[config.mk]
export PLATFORM = sky130hd
export DESIGN_NAME = intipi_seq_flat
export DESIGN_NICKNAME = d
export VERILOG_FILES = /design/src/rtl/intipi_seq_if.sv /design/src/rtl/intipi_seq.sv /design/src/flat_wrapper.sv
export SDC_FILE = /design/constraint.sdc
export NUM_CORES = 1
export LEC_CHECK = 0
export CORE_MARGIN = 2
export CORE_UTILIZATION = 36
export CTS_CLUSTER_SIZE = 40
export DETAILED_ROUTE_END_ITERATION = 16
export PLACE_DENSITY = 0.75
export RECOVER_POWER = 50
export SYNTH_ARGS = -nofsm -noshare
export SYNTH_HDL_FRONTEND = slang
export SYNTH_SLANG_ARGS = --single-unit
export TNS_END_PERCENT = 10
[constraint.sdc]
create_clock -name clk_i -period 2.03 [get_ports clk_i]
set_input_delay 0.3045 -clock clk_i [delete_from_list [all_inputs] [get_ports clk_i]]
set_output_delay 0.3045 -clock clk_i [all_outputs]
set_load 0.05 [all_outputs]
[src/rtl/intipi_seq_if.sv]
// intipi_seq_if: PerInt pi1 bus between the IPI sequencer (master) and the interrupt controller (slave).
interface intipi_seq_if #(
  parameter int ARCHBITSZ = 16,
  parameter int ADDRBITSZ = ARCHBITSZ - $clog2(ARCHBITSZ / 8)
);
  logic [1:0]             pi1_op_o;
  logic [ADDRBITSZ-1:0]   pi1_addr_o;
  logic [ARCHBITSZ-1:0]   pi1_data_o;
  logic [ARCHBITSZ-1:0]   pi1_data_i;
  logic [ARCHBITSZ/8-1:0] pi1_sel_o;
  logic                   pi1_rdy_i;
  modport master (output pi1_op_o, pi1_addr_o, pi1_data_o, pi1_sel_o, input pi1_data_i, pi1_rdy_i);
  modport slave (input pi1_op_o, pi1_addr_o, pi1_data_o, pi1_sel_o, output pi1_data_i, pi1_rdy_i);
endinterface

[src/rtl/intipi_seq.sv]
// intipi_seq: round-robin PerInt master issuing CMDINTDST IPIs with busy back-off/retry.
// Defining INTIPISEQ_BCAST_EN turns an all-ones dst into a broadcast to every other destination.
module intipi_seq #(
  parameter int ARCHBITSZ   = 16,
  parameter int REQCOUNT    = 2,
  parameter int INTDSTCOUNT = 2,
  parameter int INTCTRLADDR = 0,
  parameter int RETRYDELAY  = 8,
  parameter int MAXRETRY    = 15,
  localparam int DSTBITSZ   = INTDSTCOUNT > 1 ? $clog2(INTDSTCOUNT) : 1
) (
  input  logic                         clk_i,
  input  logic                         rst_i,
  input  logic [REQCOUNT-1:0]          rqst_i,
  input  logic [REQCOUNT*DSTBITSZ-1:0] dst_i,
  output logic [REQCOUNT-1:0]          done_o,
  output logic                         ok_o,
  output logic                         busy_o,
  intipi_seq_if.master                 pi1
);
  localparam int ADDRBITSZ = ARCHBITSZ - $clog2(ARCHBITSZ / 8);
  localparam int GW = REQCOUNT > 1 ? $clog2(REQCOUNT) : 1;
  localparam int CW = MAXRETRY > 0 ? $clog2(MAXRETRY + 1) : 1;
  localparam int DW = $clog2(RETRYDELAY + 1);
`ifdef INTIPISEQ_BCAST_EN
  localparam bit BCAST = 1'b1;
`else
  localparam bit BCAST = 1'b0;
`endif
  typedef enum logic [2:0] {IDLE, ISSUE, RESP, WAIT, DONE} state_t;
  state_t               state_q;
  logic [GW-1:0]        rr_q, g_q, gnt;
  logic [DSTBITSZ-1:0]  tgt_q, dsel, t0;
  logic [CW-1:0]        retry_q;
  logic [DW-1:0]        dly_q;
  logic [1:0]           op_q;
  logic [ARCHBITSZ-1:0] data_q;
  logic [REQCOUNT-1:0]  done_q;
  logic                 ok_q, bc_q, all_q, bc_d, r_ok, r_busy;
  int                   nt;
  // second pass overrides the wrap-around pick when a request exists at/after rr_q
  always_comb begin
    gnt = '0;
    for (int i = REQCOUNT - 1; i >= 0; i--) if (rqst_i[i]) gnt = GW'(i);
    for (int i = REQCOUNT - 1; i >= 0; i--) if (rqst_i[i] && i >= int'(rr_q)) gnt = GW'(i);
    dsel = '0;
    for (int i = 0; i < REQCOUNT; i++) if (gnt == GW'(i)) dsel = dst_i[i*DSTBITSZ +: DSTBITSZ];
    bc_d = BCAST && dsel == '1 && int'(gnt) < INTDSTCOUNT;
    t0 = bc_d ? DSTBITSZ'(gnt == '0) : dsel;
    r_ok = pi1.pi1_data_i == ARCHBITSZ'(tgt_q);
    r_busy = pi1.pi1_data_i == {{(ARCHBITSZ-1){1'b1}}, 1'b0};
    nt = int'(tgt_q) + 1;
    nt = nt == int'(g_q) ? nt + 1 : nt;
  end
  always_ff @(posedge clk_i) begin
    if (rst_i) begin
      state_q <= IDLE;
      op_q    <= 2'b00;
      data_q  <= '0;
      done_q  <= '0;
      ok_q    <= 1'b0;
      rr_q    <= '0;
      retry_q <= '0;
      g_q     <= '0;
      tgt_q   <= '0;
      dly_q   <= '0;
      bc_q    <= 1'b0;
      all_q   <= 1'b0;
    end else begin
      done_q <= '0;
      case (state_q)
        IDLE: if (|rqst_i) begin
          g_q     <= gnt;
          rr_q    <= int'(gnt) == REQCOUNT - 1 ? '0 : gnt + 1'b1;
          tgt_q   <= t0;
          data_q  <= ARCHBITSZ'({t0, 2'b01});
          retry_q <= '0;
          bc_q    <= bc_d;
          all_q   <= 1'b1;
          op_q    <= 2'b11;
          state_q <= ISSUE;
        end
        ISSUE: if (pi1.pi1_rdy_i) begin
          op_q    <= 2'b00;
          state_q <= RESP;
        end
        RESP: if (r_busy && retry_q < CW'(MAXRETRY)) begin
          retry_q <= retry_q + 1'b1;
          dly_q   <= DW'(RETRYDELAY);
          state_q <= WAIT;
        end else if (bc_q && nt < INTDSTCOUNT) begin
          all_q   <= all_q & r_ok;
          tgt_q   <= DSTBITSZ'(nt);
          data_q  <= ARCHBITSZ'({DSTBITSZ'(nt), 2'b01});
          retry_q <= '0;
          op_q    <= 2'b11;
          state_q <= ISSUE;
        end else begin
          ok_q        <= all_q & r_ok;
          done_q[g_q] <= 1'b1;
          state_q     <= DONE;
        end
        WAIT: begin
          dly_q <= dly_q - 1'b1;
          if (dly_q == DW'(1)) begin
            op_q    <= 2'b11;
            state_q <= ISSUE;
          end
        end
        default: state_q <= IDLE;
      endcase
    end
  end
  assign done_o         = done_q;
  assign ok_o           = ok_q;
  assign busy_o         = state_q != IDLE;
  assign pi1.pi1_op_o   = op_q;
  assign pi1.pi1_data_o = data_q;
  assign pi1.pi1_addr_o = ADDRBITSZ'(INTCTRLADDR);
  assign pi1.pi1_sel_o  = '1;
endmodule

[src/flat_wrapper.sv]
// flat-port wrapper written by rule: the top's interface ports become plain ports
module intipi_seq_flat 
#(
  parameter int ARCHBITSZ   = 16,
  parameter int REQCOUNT    = 2,
  parameter int INTDSTCOUNT = 2,
  parameter int INTCTRLADDR = 0,
  parameter int RETRYDELAY  = 8,
  parameter int MAXRETRY    = 15,
  localparam int DSTBITSZ   = INTDSTCOUNT > 1 ? $clog2(INTDSTCOUNT) : 1
)
  (clk_i, rst_i, rqst_i, dst_i, done_o, ok_o, busy_o, pi1_pi1_op_o, pi1_pi1_addr_o, pi1_pi1_data_o, pi1_pi1_sel_o, pi1_pi1_data_i, pi1_pi1_rdy_i);
  intipi_seq_if #(.ARCHBITSZ(ARCHBITSZ)) pi1_i ();
  input  logic clk_i;
  input  logic rst_i;
  input  logic [REQCOUNT-1:0] rqst_i;
  input  logic [REQCOUNT*DSTBITSZ-1:0] dst_i;
  output logic [REQCOUNT-1:0] done_o;
  output logic ok_o;
  output logic busy_o;
  output wire logic [$bits(pi1_i.pi1_op_o)-1:0] pi1_pi1_op_o;
  output wire logic [$bits(pi1_i.pi1_addr_o)-1:0] pi1_pi1_addr_o;
  output wire logic [$bits(pi1_i.pi1_data_o)-1:0] pi1_pi1_data_o;
  output wire logic [$bits(pi1_i.pi1_sel_o)-1:0] pi1_pi1_sel_o;
  input wire logic [$bits(pi1_i.pi1_data_i)-1:0] pi1_pi1_data_i;
  input wire logic [$bits(pi1_i.pi1_rdy_i)-1:0] pi1_pi1_rdy_i;
  assign pi1_pi1_op_o = pi1_i.pi1_op_o;
  assign pi1_pi1_addr_o = pi1_i.pi1_addr_o;
  assign pi1_pi1_data_o = pi1_i.pi1_data_o;
  assign pi1_pi1_sel_o = pi1_i.pi1_sel_o;
  assign pi1_i.pi1_data_i = pi1_pi1_data_i;
  assign pi1_i.pi1_rdy_i = pi1_pi1_rdy_i;
  intipi_seq #(.ARCHBITSZ(ARCHBITSZ), .REQCOUNT(REQCOUNT), .INTDSTCOUNT(INTDSTCOUNT), .INTCTRLADDR(INTCTRLADDR), .RETRYDELAY(RETRYDELAY), .MAXRETRY(MAXRETRY)) u_core (.clk_i(clk_i), .rst_i(rst_i), .rqst_i(rqst_i), .dst_i(dst_i), .done_o(done_o), .ok_o(ok_o), .busy_o(busy_o), .pi1(pi1_i));
endmodule
==> metrics, run 1 <==
run status=complete, no violations; fin crit share=94.00%; CTS sink cnt=19; RSZ-0062 raised after global routing=false; Fmax achieved=524.0 MHz; CP Data Required Time=2.22 ns; maximum fanout along the worst path=6; Fillers=363; Area contributors post-synth=dfxtp_1 (30%), buf_4 (21%), nor2_1 (3.3%); Final ANT Viol Nets=0; Design Power=0.001008 W; Slew Limit Fails=0; minimum clock period=1.908 ns; Seq/Total Area, Yosys=29.98%; final hold slack=0.4412 ns; Max Buffers Root-to-Sink=2; Synth Flop Type=dfxtp_1; Antenna Cells=0; post-synth top area cell=dfxtp_1; Mapped Avg Cell Area=8.292 um^2; Die Y-Extent=63.37 um; Mapped Area=0.001269 mm^2; Inst Count DP=~230; crit-path cells=or3b_4, or3_1, nor3_1, mux2_2; most frequent cells after synthesis=buf_4 (35), dfxtp_1 (19), nor2_1 (11); Worst path slowest cell=or3b_4; share of cells above drive strength 1=~7.6%; leak pwr=0.6111 nW; Reg area=380.4 um^2; Root Buffer=clkbuf_4; post-synth top area share=approximately 30%; routed vias/inst=4.519; Clk Latency, worst-skew pair=0.29 ns; crit end category=flip-flop; HP Class=reg2reg; area of the multi-input gates=about 700 um^2; non-filler cells, final=about 230; clock buffer count from CTS=3; WS Path Type=reg2reg; area grow syn2layout=20.51%; CTS clk-pin slew, worst paths=0.11 ns; drt total wl=2382 um; Yosys reg bits=19; # setup viols final=0; core area=roughly 0.0034 mm^2; Final #Nets=around 210; post-synthesis cell count=153; Initial Util=roughly 38%; max_slew headroom=between 60% and 70%; Async S/R FF share, synth=0%; initial antenna violation count=0; delay of the slowest critical-path stage=about 0.44 ns; worst-margin pin slew=roughly 0.51 ns; DR WL/cell=10.31 um; H-tree depth=1; Die Wd=about 63 um; first-pass GRT wire length=3974 um; Crit path arrival time=between 2 and 2.5 ns; Total Negative Setup Slacks=0 ns; vias in the first global route=913; Setup Skew=0.006918 ns; die footprint=0.004015 mm^2; detailed placer's ending HPWL=1924 um; minimum setup slack among reg-to-reg paths=0.12 ns; CP bufs+invs=0; top cell family by delay on the critical path=simple AND/OR/NAND/NOR gates; maximum VDD drop=roughly 0.27 mV; Post-synth EDFFs=0; largest net degree at the start of global routing=11; Power Dens Cells=around 660 mW/mm^2; MaxCap Viol Count=0; num rows=21; gpl congestion=0.7397; Yosys warning total=0; IO Port Bufs=30; TritonCTS clock tree=built; GRT Util Overall=12.09%; startpoint types=flip-flop; vias post-DR=1044; Pre-Repair DR Iteration Count=4; drt initial violations=19; Yosys cell types=46; # DRC=0; grt ovf=0; most frequent cell after synthesis=buf_4; io pins=62; Final Hold Fails=0
cell usage in the layout (no fill, tap or decap), types with 2 or more instances in the layout:
cell type / netlist / routed
nand4_1: 4 / 4
buf_4: 35 / 7
conb_1: 2 / 31
inv_1: 5 / 5
clkbuf_4: 0 / 3
nor2b_1: 2 / 2
clkbuf_1: 3 / 3
clkdlybuf4s50_1: 0 / 28
nand4b_1: 2 / 2
nor3_1: 6 / 6
nand2_1: 4 / 4
nor2_1: 11 / 11
a21oi_1: 5 / 5
or3_1: 5 / 5
and3_1: 2 / 2
xor2_1: 2 / 2
nor4_1: 3 / 3
o211ai_1: 4 / 4
nand3_1: 5 / 5
dfxtp_1: 19 / 19
a311oi_1: 2 / 2
a211oi_1: 3 / 3
ha_1: 3 / 3
mux2i_1: 2 / 2
per-layer routing:
metal	vias up	part of all wire [%]	GRT usage (%)
met4	0	0.42	3.533
li1	543	-	-
met2	45	43	18.42
met5	-	0	0
met3	2	8.1	3.393
met1	454	48	16.58
worst reg2reg max path, delay by kind of cell, from the launching register on:
kind	cells	cell delay (ns)
simple gates	3	1.07
flops	1	0.41
mux	1	0.35
through the flow:
stage	utilization, %	instance area [um^2]	setup slack (ns)
CTS	45.72	1538	0.1222
floorplan	-	1378	0.08110
global route	45.46	1529	0.05164
finish	45.46	1529	0.1218
detailed placement	44.98	1513	0.01942
global placement	44.98	1513	0.04980
area by class of cell:
type,count,share of cell area [%]
clock buffer,4,1.718
inverter,5,1.227
tap,46,3.764
timing repair buffer,39,23.49
sequential,19,24.88
multi-input combinational,118,44.93
what timing repair did:
action,4_1_cts,5_1_grt
endpoints found under the hold margin,0,0
setup endpoints to repair,1,0
setup buffers,0,0
hold buffers,0,0
gates resized for setup,1,0
registers in the layout (all words and copies together), names as in the netlist:
register and flops:
u_core.rr_q 1, u_core.pi1.pi1_data_o 2, u_core.done_o 2, u_core.state_q 3, u_core.ok_o 1, u_core.g_q 1, u_core.dly_q 4, u_core.retry_q 4
u_core.pi1.pi1_op_o 1
where the power goes:
part	total (W)	internal, W	switching [W]
clock	0.000186	0.0000763	0.000109
combinational	0.000399	0.000121	0.000277
sequential	0.000424	0.000400	0.0000234
worst paths after layout:
check             depth (start not counted)         startpoint                 to
setup / recovery                          4  u_core.state_q[1]  u_core.retry_q[3]
hold / removal                            1         u_core.g_q   u_core.done_o[0]
setup reg to reg                          4  u_core.state_q[1]  u_core.retry_q[3]
hold reg to reg                           1         u_core.g_q   u_core.done_o[0]
logic make-up after synthesis:
| kind of cell | count (synthesis) | synth area share, % |
|---|---|---|
| AOI/OAI and AO/OA | 25 | 14.00 |
| xor gates and xnor gates | 2 | 1.381 |
| adders and majority gates | 3 | 2.959 |
| buffers and inverters | 45 | 24.36 |
| DFF | 19 | 29.98 |
| muxes | 3 | 2.465 |
| other | 2 | 0.5919 |
| and+or+nand+nor | 54 | 24.26 |
No activity file was read; power rests on OpenSTA's default activity.
==> run 2: changes to the inputs <==
--- a/config.mk
+++ b/config.mk
@@ -5,6 +5,7 @@
 export SDC_FILE = /design/constraint.sdc
 export NUM_CORES = 1
 export LEC_CHECK = 0
+export CAP_MARGIN = 40
 export CORE_MARGIN = 2
 export CORE_UTILIZATION = 36
 export CTS_CLUSTER_SIZE = 40
==> results of run 2 <==
Same layout as run 1: the final DEF is identical, and so are final timing and power.
